[config.mk]
export PLATFORM = sky130hd
export DESIGN_NAME = serial_to_parallel_receiver
export DESIGN_NICKNAME = d
export VERILOG_FILES = /design/src/rtl/serial_to_parallel_receiver.sv
export SDC_FILE = /design/constraint.sdc
export NUM_CORES = 1
export LEC_CHECK = 0
export ABC_AREA = 1
export BUFFER_PORTS_ARGS = -buffer_cell sky130_fd_sc_hd__buf_2
export CAP_MARGIN = 10
export CORE_ASPECT_RATIO = 1.75
export CORE_MARGIN = 4
export CORE_UTILIZATION = 36
export CTS_CLUSTER_DIAMETER = 60
export DETAILED_ROUTE_END_ITERATION = 10
export GPL_TIMING_DRIVEN = 0
export PLACE_DENSITY_LB_ADDON = 0.25
export SYNTH_ARGS = -nofsm -noshare
export SYNTH_HDL_FRONTEND = slang
export SYNTH_SLANG_ARGS = --single-unit
[constraint.sdc]
create_clock -name clk -period 3.8 [get_ports clk]
set_input_delay 0.57 -clock clk [delete_from_list [all_inputs] [get_ports clk]]
set_output_delay 0.57 -clock clk [all_outputs]
set_load 0.02 [all_outputs]
[src/rtl/serial_to_parallel_receiver.sv]
// rtl/serial_to_parallel_receiver.sv - MSB-first serial-to-parallel word receiver
// Optional even-parity bit after each word when SERIAL_RX_PARITY_EN is defined.
module serial_to_parallel_receiver #(
  parameter int WIDTH = 16
) (
  input  logic                       clk,
  input  logic                       rst_n,
  input  logic                       sin,
  input  logic                       sin_valid,
  input  logic                       abort,
  output logic [WIDTH-1:0]           data_out,
  output logic                       data_valid,
`ifdef SERIAL_RX_PARITY_EN
  output logic                       parity_err,
`endif
  output logic                       busy,
  output logic [$clog2(WIDTH+1)-1:0] bit_cnt
);

  localparam int CW = $clog2(WIDTH + 1);
  localparam logic [CW-1:0] LAST_CNT = CW'(WIDTH - 1);
`ifdef SERIAL_RX_PARITY_EN
  // The full word must be held until the parity bit arrives.
  localparam int SW = WIDTH;
  typedef enum logic [1:0] {IDLE, SHIFT, PARITY} state_t;
`else
  // The final bit goes straight to data_out, so one fewer stored bit suffices.
  localparam int SW = WIDTH - 1;
  typedef enum logic [1:0] {IDLE, SHIFT} state_t;
`endif

  state_t            state_q, state_d;
  logic [SW-1:0]     shreg_q, shreg_d;
  logic [CW-1:0]     cnt_q, cnt_d;
  logic [WIDTH-1:0]  data_q, data_d;
  logic              valid_q, valid_d;
  logic              busy_q, busy_d;
  logic              perr_q, perr_d;
  logic [WIDTH-1:0]  shift_full;

  always_comb begin
    state_d    = state_q;
    shreg_d    = shreg_q;
    cnt_d      = cnt_q;
    data_d     = data_q;
    valid_d    = 1'b0;
    perr_d     = 1'b0;
    shift_full = {shreg_q[WIDTH-2:0], sin};

    if (abort) begin
      state_d = IDLE;
      shreg_d = '0;
      cnt_d   = '0;
    end else if (sin_valid) begin
      case (state_q)
        IDLE: begin
          shreg_d = shift_full[SW-1:0];
          cnt_d   = CW'(1);
          state_d = SHIFT;
        end
        SHIFT: begin
          if (cnt_q == LAST_CNT) begin
`ifdef SERIAL_RX_PARITY_EN
            shreg_d = shift_full[SW-1:0];
            cnt_d   = CW'(WIDTH);
            state_d = PARITY;
`else
            data_d  = shift_full;
            valid_d = 1'b1;
            shreg_d = '0;
            cnt_d   = '0;
            state_d = IDLE;
`endif
          end else begin
            shreg_d = shift_full[SW-1:0];
            cnt_d   = cnt_q + CW'(1);
          end
        end
`ifdef SERIAL_RX_PARITY_EN
        PARITY: begin
          data_d  = shreg_q;
          valid_d = 1'b1;
          perr_d  = (^shreg_q) ^ sin;
          shreg_d = '0;
          cnt_d   = '0;
          state_d = IDLE;
        end
`endif
        default: begin
          state_d = IDLE;
          shreg_d = '0;
          cnt_d   = '0;
        end
      endcase
    end
    busy_d = (state_d != IDLE);
  end

  always_ff @(posedge clk or negedge rst_n) begin
    if (!rst_n) begin
      state_q <= IDLE;
      shreg_q <= '0;
      cnt_q   <= '0;
      data_q  <= '0;
      valid_q <= 1'b0;
      busy_q  <= 1'b0;
      perr_q  <= 1'b0;
    end else begin
      state_q <= state_d;
      shreg_q <= shreg_d;
      cnt_q   <= cnt_d;
      data_q  <= data_d;
      valid_q <= valid_d;
      busy_q  <= busy_d;
      perr_q  <= perr_d;
    end
  end

  assign data_out   = data_q;
  assign data_valid = valid_q;
  assign busy       = busy_q;
  assign bit_cnt    = cnt_q;
`ifdef SERIAL_RX_PARITY_EN
  assign parity_err = perr_q;
`else
  logic unused_perr;
  assign unused_perr = perr_q;
`endif

endmodule

==> flow_summary.yaml, run 1 <==
sta:
  tns_ps: 0
  period_share_pct: 41.7
  fmax_ghz: 0.631
  slew_violations: 0
  setup_viol: 0
  clock_skew_ps: 9.25
  slew_headroom_pct: 41.4
  rsz0062_at_grt: "false"
  tightest_slew_ps: 880
  finalHoldViolCount: 0
  min_period_ps: 1580
power_and_ir_drop:
  switchingPower_uw: 183
  p_comb_share_pct: 5.1
  pwr-share-seq_pct: 52.9
  swShare_pct: 22.4
  power.density_nw_per_um2: 403
  ir_worst_vdd_uv: 262
  power_frac_clock_pct: 42.0
  p_leak_nw: 1.19
  p_int_uw: 634
die:
  core_um2: 4670
  num_rows: 33
  start_util_pct: 36.8
  die_h_um: 99.4
  fp.dieW_um: 60.2
  dieArea_um2: 5990
  ioPinCount: 28
layout:
  stdcell_count: 274
  syn_to_final_growth_pct: 17.9
  fillers: 488
  nNetsFinal: 227
  n_antenna_cell: 0
  drive_gt1_share_pct: 21.2
route:
  drt_iter0_drc: 24
  drc: 0
  ant_nets: 0
  drt-pass1-iter-count: 4
  viasPerCell: 4.82
  wirelength_mm: 3.45
  vias: 1322
  wl_per_cell_um: 12.6
global_route:
  grt_util_all_layers_pct: 13.7
  grt_pass1_vias: 1344
  grt-ovfl-total: 0
  grt_pass1_wl_mm: 6.27
  grt_max_degree: 41
  antenna_found_initial: 0
run_status:
  status: "finished clean"
placed_design:
  io_buffers: 27
  hpwl_mm: 2.46
  dp_cells: 266
  place.gp.congestion: 0.732
setup_path:
  crit_arrival_ps: 1770
  start_kind: "flop"
  cp.required_ps: 3990
  critPathKind: "flop to flop"
  end_kind: "flop"
  crit_fanout: 10
run:
  cap_violations: 0
clock_network:
  cts-root-buf: "clkbuf_8"
  cts.clk_slew.worst_paths_ps: 80
  clock-sinks: 40
  cts_setup_buffers: 0
  htree_levels: 2
  clk_latency_ps: 290
  hold_buffers: 0
  clk_path_buf_depth: 2
  numCtsBuffers: 5
  cts_tree: "done"
  cts_resized: 0
logic_synthesis:
  synth_area_leader_cell: "dfrtp_1"
  synth_edf_count: 0
  syn_area_um2: 1720
  syn_inst: 187
  ys_top_cells_by_area: "dfrtp_1 58%, nand2_1 17%, nand4_1 6.6%"
  yosys.cell_count.top_type: "nand2_1"
  ys_seq_area_share_pct: 58.2
  yosysUniqueCellTypes: 20
  synth-seq-cells: 40
  synth_commonest_cells: "77 x nand2_1, 40 x dfrtp_1, 19 x nand3_1, 18 x nand4_1, 10 x inv_1"
  synth_ff_type: "dfrtp_1"
  synth_nets: 193
  netlist.area_leader.share_pct: 58.2
  yosys_warnings: 0
  async_reset_ff_share_pct: 100
  postSynthAreaPerCell_um2: 9.19
worst_hold_path:
  hold_class: "primary input to asynchronous set/reset pin"
## kinds of logic after synthesis
group,Yosys count,synth area share [%]
AND/OR/NAND/NOR,123,34.0
flip-flops,40,58.2
buffers and inverters,19,5.68
AO/OA/AOI/OAI,3,0.873
XOR/XNOR,1,0.510
adder cells (fa/ha/maj),1,0.728
## layout by cell type (no fill, tap or decap)
cell       Yosys  routed
nor2_1         3       3
nand2_4        1       1
nand2_1       77      77
clkinv_2       0       1
nor2_8         1       1
nor2_2         1       1
buf_2          3      30
nand4_1       18      18
nand3_4        1       1
a21oi_1        1       1
nand3_2        1       1
buf_6          2       2
buf_4          2       2
dfrtp_1       40      40
o21ai_0        2       2
clkbuf_1       2       3
nor2_4         1       1
xnor2_1        1       1
inv_1         10      10
nand3_1       19      19
ha_1           1       1
bufinv_16      0       1
clkbuf_8       0       5
## sequential cells by signal, indices dropped and copies added (netlist names)
name,count
bit_cnt,5
state_q,2
data_valid,1
shreg_q,15
data_out,16
busy,1
## metal layers
metal	share of wire (%)	routed length, µm	up-vias	GRT usage [%]
met4	2.5	86	0	7.17
met3	3.8	130	6	2.47
met5	0	0	-	0
met1	42	1450	614	16.8
li1	-	-	680	-
met2	52	1780	22	22.3
## critical path: stages, from the launching register on
cell,delay (ps)
dfrtp_1,440
ha_1,230
nand3_2,160
nor2_8,220
nand3_4,160
buf_6,180
nand2_1,60
nand2_1,40
## worst paths after layout
path	end	cells after the start	slack, ps	start
worst max-delay path	data_out[2]	7	2220	bit_cnt[0]
worst min-delay path	data_out[5]	1	390	rst_n
worst max register to register	data_out[2]	7	2220	bit_cnt[0]
worst min register to register	data_out[3]	2	470	data_out[3]
max in group asynchronous	shreg_q[1]	1	2850	rst_n
min in group clk	data_out[3]	2	470	data_out[3]
## power groups by stage
stage          clock [mW]  combinational (mW)  sequential (mW)
2_1_floorplan           0              0.0208            0.443
3_3_place_gp            0              0.0426            0.441
3_5_place_dp            0              0.0429            0.441
4_1_cts             0.355              0.0429            0.432
5_1_grt             0.376              0.0473            0.433
6_report            0.343              0.0414            0.432
## area by class of cell
| type | instances | area [µm²] | share of cell area, % |
|---|---|---|---|
| buffer | 9 | 60.1 | 2.96 |
| multi-input combinational | 128 | 621 | 30.6 |
| clock inverter | 2 | 35.0 | 1.73 |
| sequential | 40 | 1000 | 49.4 |
| tap | 52 | 65.1 | 3.21 |
| inverter | 10 | 37.5 | 1.85 |
| clock buffer | 6 | 72.6 | 3.58 |
| timing repair buffer | 27 | 135 | 6.67 |
## per-stage QoR
stage / hold WS, ps / cell area (µm²) / utilization (%) / worst slack [ps] / power (mW)
4_1_cts: 432 / 2030 / 43.4 / 2180 / 0.830
3_3_place_gp: 451 / 1920 / 41.1 / 2200 / 0.483
5_1_grt: 466 / 2030 / 43.4 / 2080 / 0.856
2_1_floorplan: 274 / 1720 / - / 2250 / 0.463
6_report: 387 / 2030 / 43.4 / 2220 / 0.817
3_5_place_dp: 456 / 1920 / 41.1 / 2180 / 0.484
Note: power is estimated with default switching activity, not from simulation.
==> run 2, diff against run 1 <==
--- a/config.mk
+++ b/config.mk
@@ -5,7 +5,7 @@
 export SDC_FILE = /design/constraint.sdc
 export NUM_CORES = 1
 export LEC_CHECK = 0
-export ABC_AREA = 1
+export ABC_AREA = 0
 export BUFFER_PORTS_ARGS = -buffer_cell sky130_fd_sc_hd__buf_2
 export CAP_MARGIN = 10
 export CORE_ASPECT_RATIO = 1.75
==> constraint.sdc (replaced) <==
create_clock -name clk -period 1.3 [get_ports clk]
set_input_delay 0.195 -clock clk [delete_from_list [all_inputs] [get_ports clk]]
set_output_delay 0.195 -clock clk [all_outputs]
set_load 0.02 [all_outputs]
==> flow_summary.yaml, run 2 <==
die:
  start_util_pct: 37.1
  ioPinCount: 28
  die_h_um: 99.8
  dieArea_um2: 6030
  core_um2: 4670
  fp.dieW_um: 60.4
  num_rows: 33
setup_path:
  critPathKind: "flop to flop"
  path_cells: "ha_4 > nand4b_1 > nor2b_4 > buf_6 > clkbuf_16 > mux2_4"
  critical_path.max_stage_delay_ps: 390
  crit_arrival_ps: 1740
  cp_top_family: "flip-flops"
  end_kind: "flop"
  start_kind: "flop"
  crit_fanout: 6
  critPathSlowestCell: "dfrtp_2"
  cp.required_ps: 1470
  critPathBufInv: 2
route:
  vias: 1272
  drt-pass1-iter-count: 4
  drt_iter0_drc: 22
  drc: 0
  wl_per_cell_um: 16.2
  viasPerCell: 5.28
  wirelength_mm: 3.90
  ant_nets: 0
layout:
  largest_reg_flops: 16
  syn_to_final_growth_pct: 32.7
  finish.utilization_pct: 49.3
  nNetsFinal: 195
  final_common_cell: "dfrtp_1"
  final_cell_area_um2: 2300
  regArea_um2: 1000
  fillers: 434
  mostFrequentLayoutCells: "38 x dfrtp_1, 26 x buf_2, 15 x inv_1, 15 x mux2_4, 12 x or3_1"
  drive_gt1_share_pct: 42.9
  n_antenna_cell: 0
  multi_input_area_um2: 744
placed_design:
  place.gp.congestion: 0.761
  pre_cts_ws_ps: -415
  hpwl_mm: 2.51
  place_area_um2: 1960
  io_buffers: 26
sta:
  hold_slack_ps: 25.7
  finalHoldViolCount: 0
  slew_violations: 0
  period_share_pct: 120
  min_period_ps: 1570
  tns_ps: -6870
  setup_viol: 33
  rsz0062_at_grt: "true"
  fmax_ghz: 0.639
  slew_headroom_pct: 41.4
  clock_skew_ps: 5.39
  worst_slack_ps: -265
  tightest_slew_ps: 878
global_route:
  grt_pass1_wl_mm: 6.48
  grt_max_degree: 41
  grt_util_all_layers_pct: 14.2
  grt-ovfl-total: 0
  antenna_found_initial: 0
  grt_pass1_vias: 1384
run_status:
  status: "finished, violations left"
  violations: "setup timing"
logic_synthesis:
  async_reset_ff_share_pct: 100
  yosys_warnings: 0
  synth-seq-cells: 40
  yosysUniqueCellTypes: 31
  postSynthAreaPerCell_um2: 12.3
  synth_edf_count: 0
  yosys.cell_count.top_type: "dfrtp_1"
  synth_ff_type: "dfrtp_1"
  ys_seq_area_share_pct: 57.8
  synth_area_leader_cell: "dfrtp_1"
  syn_inst: 141
  synth_nets: 147
  ys_top_cells_by_area: "dfrtp_1 58%, mux2_1 10%, o41ai_1 6.6%"
  syn_area_um2: 1730
  netlist.area_leader.share_pct: 57.8
  synth_commonest_cells: "40 x dfrtp_1, 16 x mux2_1, 15 x inv_1, 13 x o41ai_1, 12 x or3_1"
worst_hold_path:
  hold_class: "primary input to asynchronous set/reset pin"
clock_network:
  cts.clk_slew.worst_paths_ps: 70
  cts-root-buf: "clkbuf_8"
  clk_latency_ps: 290
  cts_tree: "done"
  htree_levels: 2
  clk_path_buf_depth: 2
  numCtsBuffers: 5
  clock-sinks: 40
power_and_ir_drop:
  p_leak_nw: 1.10
  ir_worst_vdd_uv: 571
  power.density_nw_per_um2: 943
run:
  cap_violations: 0
run 2: cells by family (layout without fill, tap and decap cells):
logic type / after synthesis / in the layout / share of synthesized area, %
DFF: 40 / 40 / 57.8
and+or+nand+nor: 34 / 34 / 12.9
buffers and inverters: 25 / 73 / 7.00
AOI/OAI and AO/OA: 24 / 24 / 10.7
muxes: 17 / 17 / 11.0
adders and majority gates: 1 / 1 / 0.722
run 2: report_power, final:
part / internal, mW / switching [mW] / leakage (nW)
logic: 0.0438 / 0.0907 / 0.505
registers: 1.26 / 0.0129 / 0.551
clock network: 0.365 / 0.398 / 0.0410
total: 1.67 / 0.502 / 1.10
run 2: path summary, 6_finish.rpt:
kind / start / to / slack [ps] / cells after the start
min in group clk: sin / data_out[0] / 160 / 2
worst max register to register: bit_cnt[0] / data_out[15] / -270 / 6
worst min register to register: data_out[8] / data_out[8] / 480 / 1
max in group asynchronous: rst_n / bit_cnt[0] / 670 / 1
worst min-delay path: rst_n / shreg_q[1] / 30 / 1
worst max-delay path: bit_cnt[0] / data_out[15] / -270 / 6
run 2: per-layer routing:
metal | global-route usage, % | vias up | share of wire (%)
met5 | 0 | - | 0
met4 | 5.51 | 0 | 2.0
met3 | 3.22 | 6 | 3.1
met2 | 24.7 | 20 | 57
met1 | 16.4 | 640 | 38
li1 | - | 606 | -
run 2: area by class of cell:
type | instances | area share [%]
clock inverter | 1 | 0.218
timing repair buffer | 41 | 11.8
inverter | 15 | 2.45
clock buffer | 6 | 3.16
multi-input combinational | 76 | 32.4
tap | 52 | 2.83
sequential | 40 | 43.6
buffer | 10 | 3.54
run 2: metrics by stage:
| stage | power [mW] | instances |
|---|---|---|
| 2_1_floorplan | 1.36 | 141 |
| 3_3_place_gp | 1.41 | 219 |
| 3_5_place_dp | 1.42 | 219 |
| 4_1_cts | 2.20 | 241 |
| 5_1_grt | 2.26 | 241 |
| 6_report | 2.17 | 241 |
run 2: worst register-to-register path, cell delays in order (launching register included):
cell and delay (ps):
dfrtp_2 390, ha_4 140, nand4b_1 160, nor2b_4 160, buf_6 140, clkbuf_16 160, mux2_4 290
run 2: what timing repair did:
item                                    CTS  global route
buffers inserted                         14             2
gates cloned                              1             1
pin swaps                                 2             5
hold buffers                              0             0
endpoints found under the setup margin   35            36
resized for setup                        14            18
==> run 3, diff against run 2 <==
--- a/config.mk
+++ b/config.mk
@@ -8,10 +8,11 @@
 export ABC_AREA = 0
 export BUFFER_PORTS_ARGS = -buffer_cell sky130_fd_sc_hd__buf_2
 export CAP_MARGIN = 10
+export CELL_PAD_IN_SITES_DETAIL_PLACEMENT = 0
+export CELL_PAD_IN_SITES_GLOBAL_PLACEMENT = 1
 export CORE_ASPECT_RATIO = 1.75
 export CORE_MARGIN = 4
 export CORE_UTILIZATION = 36
-export CTS_CLUSTER_DIAMETER = 60
 export DETAILED_ROUTE_END_ITERATION = 10
 export GPL_TIMING_DRIVEN = 0
 export PLACE_DENSITY_LB_ADDON = 0.25
==> flow_summary.yaml, run 3 (synthesis gave the netlist of run 2 again) <==
clock_network:
  hold_buffers: 0
  cts-root-buf: "clkbuf_8"
  cts.clk_slew.worst_paths_ps: 80
  numCtsBuffers: 5
  clk_path_buf_depth: 2
  htree_levels: 2
  cts_tree: "done"
  clk_latency_ps: 290
  clock-sinks: 40
setup_path:
  crit_start: "state_q[1]"
  critPathSlowestCell: "dfrtp_1"
  path_cells: "and4bb_4 > nor2b_4 > buf_6 > buf_12 > mux2_1"
  cp.required_ps: 1470
  critical_path.max_stage_delay_ps: 390
  critPathKind: "flop to flop"
  start_kind: "flop"
  crit_fanout: 10
  r2r_slack_ps: -270
  crit_cells: 5
  critPathBufInv: 2
  crit_arrival_ps: 1740
  cp_top_family: "simple AND/OR/NAND/NOR gates"
  r2r_start: "state_q[1]"
  r2r-end: "data_out[2]"
  end_kind: "flop"
  endpoint: "data_out[2]"
  rr_worst_depth: 5
global_route:
  grt_pass1_vias: 1357
  grt-ovfl-total: 0
  antenna_found_initial: 0
  grt_max_degree: 41
  grt_pass1_wl_mm: 6.42
  grt_util_all_layers_pct: 14.2
route:
  drc: 0
  drt-pass1-iter-count: 4
  viasPerCell: 5.28
  drt_iter0_drc: 12
  wl_per_cell_um: 15.6
  vias: 1256
  wirelength_mm: 3.72
  ant_nets: 0
layout:
  mostFrequentLayoutCells: "38 x dfrtp_1, 26 x buf_2, 15 x inv_1"
  final_common_cell: "dfrtp_1"
  syn_to_final_growth_pct: 39.6
  n_antenna_cell: 0
  stdcell_count: 238
  regArea_um2: 1000
  nNetsFinal: 191
  largest_reg_flops: 16
  multi_input_area_um2: 857
  fillers: 419
  drive_gt1_share_pct: 41.4
die:
  ioPinCount: 28
  start_util_pct: 37.1
  core_um2: 4670
  num_rows: 33
  dieArea_um2: 6030
  fp.dieW_um: 60.4
  die_h_um: 99.8
sta:
  slew_violations: 0
  period_share_pct: 121
  fmax_ghz: 0.638
  tightest_slew_ps: 996
  clock_skew_ps: 3.87
  worst_slack_ps: -268
  setup_viol: 34
  slew_headroom_pct: 33.6
  rsz0062_at_grt: "true"
  min_period_ps: 1570
  finalHoldViolCount: 0
placed_design:
  hpwl_mm: 2.43
  pre_cts_ws_ps: -435
  dp_cells: 219
  place.gp.congestion: 0.743
  io_buffers: 26
power_and_ir_drop:
  total_power_mw: 2.51
  power.density_nw_per_um2: 1040
  ir_worst_vdd_uv: 925
  p_leak_nw: 1.15
run_status:
  violations: "setup timing"
  status: "finished, violations left"
worst_hold_path:
  hold_class: "primary input to asynchronous set/reset pin"
run:
  cap_violations: 0
-- run 3: cell count changes in the layout (fill, tap and decap cells not counted), moves of 2 or more --
cell	previous run	this run
buf_6	6	4
o41ai_4	1	9
o41ai_1	8	0
clkbuf_8	5	7
mux2_1	1	11
mux2_4	15	5
-- run 3: report_power, final --
| group | switching, mW | internal [mW] |
|---|---|---|
| clock network | 0.420 | 0.677 |
| logic | 0.0993 | 0.0455 |
| registers | 0.0128 | 1.26 |
-- run 3: worst min path at each step --
stage,startpoint,to,cells after the start
after floorplan,rst_n,bit_cnt[0],0
after global placement,rst_n,data_out[12],1
after detailed placement,rst_n,data_out[12],1
after CTS,rst_n,data_out[12],1
after global routing,rst_n,data_out[12],1
final,rst_n,data_out[12],1
-- run 3: per-layer routing --
metal	global-route usage [%]	routed length (µm)	up-vias
met5	0	0	-
met4	7.01	91	0
met3	3.09	147	6
met2	22.8	1950	25
met1	17.6	1540	631
li1	-	-	594
-- run 3: cell type report --
| type | count | share of cell area (%) |
|---|---|---|
| Inverter | 15 | 2.33 |
| Multi-Input combinational cell | 76 | 35.4 |
| Sequential cell | 40 | 41.5 |
| Clock buffer | 7 | 3.98 |
| Clock inverter | 1 | 1.24 |
| Buffer | 10 | 3.36 |
| Tap cell | 52 | 2.69 |
| Timing Repair Buffer | 37 | 9.47 |
-- run 3: worst reg2reg max path: stages (launching register included) --
cell and delay (ps):
dfrtp_1 390, and4bb_4 340, nor2b_4 140, buf_6 130, buf_12 130, mux2_1 320
-- run 3: metrics by stage --
step | TNS, ps | util, % | hold slack [ps] | area, µm²
global route | -8130 | 51.8 | 89.0 | 2420
CTS | -5520 | 48.7 | 44.9 | 2270
floorplan | -5520 | - | -101 | 1760
detailed placement | -9020 | 41.9 | 371 | 1960
global placement | -7520 | 41.9 | 365 | 1960
finish | -5570 | 51.8 | 20.4 | 2420
-- run 3: what timing repair did --
action / CTS / global route
pin swaps: 2 / 3
setup buffers: 11 / 1
gates resized for setup: 17 / 20
cloned: 1 / 0
setup endpoints to repair: 35 / 36
